===== src/rtl/i2c_bus_arbiter.sv =====
// Round-robin arbiter that shares one I2C master between NREQ requesters.
// Optional grant watchdog is built when I2C_ARB_TIMEOUT_EN is defined.
//
// state      | meaning
// -----------+----------------------------------------------------------
// ST_IDLE    | no owner; arbitrate among pending requests when master ready
// ST_GRANT   | owner drives the master's start/datasend handshake
// ST_RELEASE | one-cycle gap with no grant before the next arbitration
module i2c_bus_arbiter #(
    parameter int          NREQ    = 2,
    parameter int          OWNER_W = 1,
    parameter logic [15:0] TIMEOUT = 16'd50000
) (
    input  logic                clk,
    input  logic                reset,
    input  logic [NREQ-1:0]     req,
    input  logic [NREQ-1:0]     start,
    input  logic [8*NREQ-1:0]   datasend,
    output logic [NREQ-1:0]     gnt,
    output logic [OWNER_W-1:0]  owner,
    output logic                busy,
    output logic [NREQ-1:0]     sended,
    output logic [NREQ-1:0]     received,
    output logic [7:0]          datareceive,
    output logic                timeout,
    input  logic                m_ready,
    input  logic                m_sended,
    input  logic                m_received,
    input  logic [7:0]          m_datareceive,
    output logic                m_start,
    output logic [7:0]          m_datasend
);

    typedef enum logic [1:0] {ST_IDLE, ST_GRANT, ST_RELEASE} state_t;

    state_t               state, state_nxt;
    logic [OWNER_W-1:0]   owner_nxt, sel;
    logic                 sel_found;
    logic [NREQ-1:0]      owner_1h;
    logic                 own_start;
    logic [7:0]           own_data;
    logic                 granted;
    logic                 wd_hit;

    // Search starts just past the last owner so priority rotates.
    always_comb begin
        sel       = '0;
        sel_found = 1'b0;
        for (int i = 1; i <= NREQ; i++) begin
            for (int j = 0; j < NREQ; j++) begin
                if (!sel_found && req[j] && (j == (int'(owner) + i) % NREQ)) begin
                    sel       = OWNER_W'(j);
                    sel_found = 1'b1;
                end
            end
        end
    end

    always_comb begin
        owner_1h  = '0;
        own_start = 1'b0;
        own_data  = 8'h00;
        for (int j = 0; j < NREQ; j++) begin
            if (OWNER_W'(j) == owner) begin
                owner_1h[j] = 1'b1;
                own_start   = start[j];
                own_data    = datasend[8*j +: 8];
            end
        end
    end

    always_comb begin
        state_nxt = state;
        owner_nxt = owner;
        case (state)
            ST_IDLE: begin
                if (sel_found && m_ready) begin
                    state_nxt = ST_GRANT;
                    owner_nxt = sel;
                end
            end
            ST_GRANT: begin
                // A dropped request waits for m_ready so a transaction is never cut.
                if (wd_hit || (((req & owner_1h) == '0) && m_ready))
                    state_nxt = ST_RELEASE;
            end
            ST_RELEASE: state_nxt = ST_IDLE;
            default:    state_nxt = ST_IDLE;
        endcase
    end

    always_ff @(posedge clk or negedge reset) begin
        if (!reset) begin
            state <= ST_IDLE;
            owner <= OWNER_W'(NREQ - 1);
        end else begin
            state <= state_nxt;
            owner <= owner_nxt;
        end
    end

    assign granted     = (state == ST_GRANT);
    assign gnt         = granted ? owner_1h : '0;
    assign busy        = (state != ST_IDLE);
    assign m_start     = granted && own_start && !wd_hit;
    assign m_datasend  = granted ? own_data : 8'h00;
    assign sended      = (granted && m_sended) ? owner_1h : '0;
    assign received    = (granted && m_received) ? owner_1h : '0;
    assign datareceive = m_datareceive;

`ifdef I2C_ARB_TIMEOUT_EN
    logic [15:0] wd_cnt;
    logic        timeout_q;

    assign wd_hit  = granted && (wd_cnt == TIMEOUT - 16'd1);
    assign timeout = timeout_q;

    // Any handshake activity from the owner or master proves the bus is alive.
    always_ff @(posedge clk or negedge reset) begin
        if (!reset) begin
            wd_cnt    <= '0;
            timeout_q <= 1'b0;
        end else begin
            timeout_q <= wd_hit;
            if (!granted || own_start || m_sended || m_received)
                wd_cnt <= '0;
            else if (!wd_hit)
                wd_cnt <= wd_cnt + 16'd1;
        end
    end
`else
    assign wd_hit  = 1'b0;
    assign timeout = 1'b0;
`endif

endmodule

===== config.mk =====
export PLATFORM = sky130hd
export DESIGN_NAME = i2c_bus_arbiter
export DESIGN_NICKNAME = d
export VERILOG_FILES = /design/src/rtl/i2c_bus_arbiter.sv
export SDC_FILE = /design/constraint.sdc
export NUM_CORES = 1
export LEC_CHECK = 0
export BUFFER_PORTS_ARGS = -buffer_cell sky130_fd_sc_hd__buf_2
export CAP_MARGIN = 20
export CORE_MARGIN = 3
export CORE_UTILIZATION = 32
export DETAILED_ROUTE_END_ITERATION = 10
export GPL_TIMING_DRIVEN = 0
export MAX_ROUTING_LAYER = met4
export PLACE_DENSITY = 0.84
export SETUP_SLACK_MARGIN = 0.4
export SYNTH_ARGS = -nofsm -noshare
export SYNTH_HDL_FRONTEND = slang
export SYNTH_SLANG_ARGS = --single-unit

===== constraint.sdc =====
create_clock -name clk -period 3.5 [get_ports clk]
set_input_delay 0.7 -clock clk [delete_from_list [all_inputs] [get_ports clk]]
set_output_delay 0.7 -clock clk [all_outputs]
set_load 0.05 [all_outputs]

==> reports/results.ini <==
[run_status]
outcome=finished, final reports clean

[clocking]
cts_tree=yes
hold_buffers=0
cts_buffers=3
post-cts-setup-buffers=0
ctsResizeCount=0
htree_levels=1
cts_root_buffer=clkbuf_4
clock_sinks=3
worstSkewPairLatency_ns=0.23
clock_path_buffers=2
cts.clk_slew.worst_paths_ns=0.04

[final_layout]
design_area_sq_um=717
area_growth_pct=67.5
drive_gt1_frac=0.626
final_common_cell=buf_2
final_cell_mix=buf_2 (50), nor2_1 (11), buf_4 (10)
antenna_cells=0
fin_nets=141

[floorplan]
io_pins=59
core-area_sq_mm=0.00119
rows=12
fp.dieW_microns=42.6
dieArea_sq_mm=0.00181
dieHeight_microns=42.6
initial_utilization=0.361

[route]
vias=545
first_pass_iters=4
wl_per_cell_microns=11.9
antenna_left=0
drt_iter0_markers=9
vias_per_cell=4.50
wl_microns=1440
drcViolationCount=0

[logic_synthesis]
syn-cell-area_sq_um=428
ys_warn_count=0
ys_types=21
ys_seq_elements=3
ys_top_cells_by_area=mux2i_1 (21%), buf_4 (18%), dfrtp_1 (12%)
yosysSeqAreaShare=0.178
avgSynthCellArea_sq_um=7.92
synth_top_area_cell=mux2i_1
synth_top_area_share=0.211
syn_inst=54
synthesis.nets=87

[global_route]
grt-busiest-layer=met2
global_route.usage.met3=0.0300
grt_max_degree=11
use_met1=0.135
grt_first_pass_wirelength_microns=2130
grt_pass1_vias=571
groute.layer.met2.usage=0.295
grt_overflow=0
grt_usage=0.158
antenna_found_initial=0

[timing]
rsz0062_at_grt=no
post-route-min-period_ns=2.25
hold_slack_ns=0.253
finalCritPeriodShare=0.643
setup_violations=0
hold_violations=0
setup_tns_ns=0
fmax_mhz=445
slew_viol_final=0
finalClockSkew_ns=0.000256

[worst_setup_path]
arrival_ns=1.55
reg2reg_to=state[0]
crit_required_ns=2.80
r2r_setup_slack_ns=2.19
setup.worst_path.class=flip-flop to output pin
reg2reg_from=owner
end_kind=output pin
endpoint=m_datasend[1]
critPathMaxFanout=10
reg2reg_depth=3
worstSetupStartpointType=flip-flop
startpoint=owner

[placement]
place_area_sq_um=691
place_congestion=0.774
port_buffers=49
hpwlAfterDp_microns=1210

[pwr]
leakagePower_nw=0.474
ir_drop_v=0.000393
powerDensity_mw_per_mm2=1060

[hold_path]
hold_path.class=input port to async pin

[job]
max_cap_violations=0

sequential cells by signal (all words and copies together) (netlist names):
signal,count
state,2
owner,1
worst min path at each step:
stage	to	slack (ns)	cells past startpoint
after global placement	state[0]	0.49	1
after detailed placement	state[0]	0.50	1
after global routing	state[0]	0.24	1
after floorplan	state[0]	0.40	0
after CTS	state[1]	0.25	1
final	state[1]	0.25	1
report_power, final:
part	leakage [nW]	internal (mW)	switching, mW
Clock	0.0150	0.0428	0.0187
Combinational	0.423	0.176	0.452
Sequential	0.0356	0.0533	0.0169
Total	0.474	0.272	0.488
metrics by stage:
stage	total power, mW	setup slack, ns	util	cells
global placement	0.690	1.51	0.582	117
CTS	0.763	1.24	0.604	121
floorplan	0.574	1.05	-	54
detailed placement	0.700	1.49	0.582	117
global route	0.800	1.14	0.604	121
finish	0.760	1.25	0.604	121
cells in the mapped netlist:
cell / count
o32a_1: 1
nor3_1: 1
o21ba_2: 1
dfstp_2: 1
buf_2: 1
inv_1: 2
mux2_4: 1
o211a_1: 1
mux2i_1: 9
and3_1: 4
nand2_1: 2
or2_1: 1
nor2b_1: 1
nor4bb_1: 1
dfrtp_1: 2
buf_4: 10
or3_1: 1
nand2b_1: 1
buf_6: 1
conb_1: 1
nor2_1: 11
cell families (layout without fill, tap and decap cells):
| group | Yosys count | in the layout | share of synthesized area |
|---|---|---|---|
| flops | 3 | 3 | 0.178 |
| compound gates | 3 | 3 | 0.0702 |
| simple gates | 23 | 23 | 0.266 |
| mux | 10 | 10 | 0.246 |
| buf+inv | 14 | 67 | 0.231 |
| other cells | 1 | 1 | 0.00876 |
worst max-delay path, cell delays in order (launching register included):
cell and delay [ns]:
dfstp_2 0.52, buf_6 0.13, buf_4 0.19, mux2i_1 0.21, nor2_1 0.05, buf_2 0.21
layout make-up:
class / instances / area (sq um)
Buffer: 12 / 91.3
Clock buffer: 4 / 26.3
Fill cell: 114 / 469
Inverter: 2 / 7.51
Multi-Input combinational cell: 37 / 253
Sequential cell: 3 / 76.3
Tap cell: 14 / 17.5
Timing Repair Buffer: 49 / 245
layer usage:
| metal | up-vias | wire, microns | share of wire |
|---|---|---|---|
| met5 | - | 0 | 0 |
| li1 | 275 | - | - |
| met2 | 26 | 845 | 0.59 |
| met4 | 0 | 0 | 0 |
| met3 | 0 | 97 | 0.067 |
| met1 | 244 | 500 | 0.35 |
Note: power is estimated with default switching activity, not from simulation.
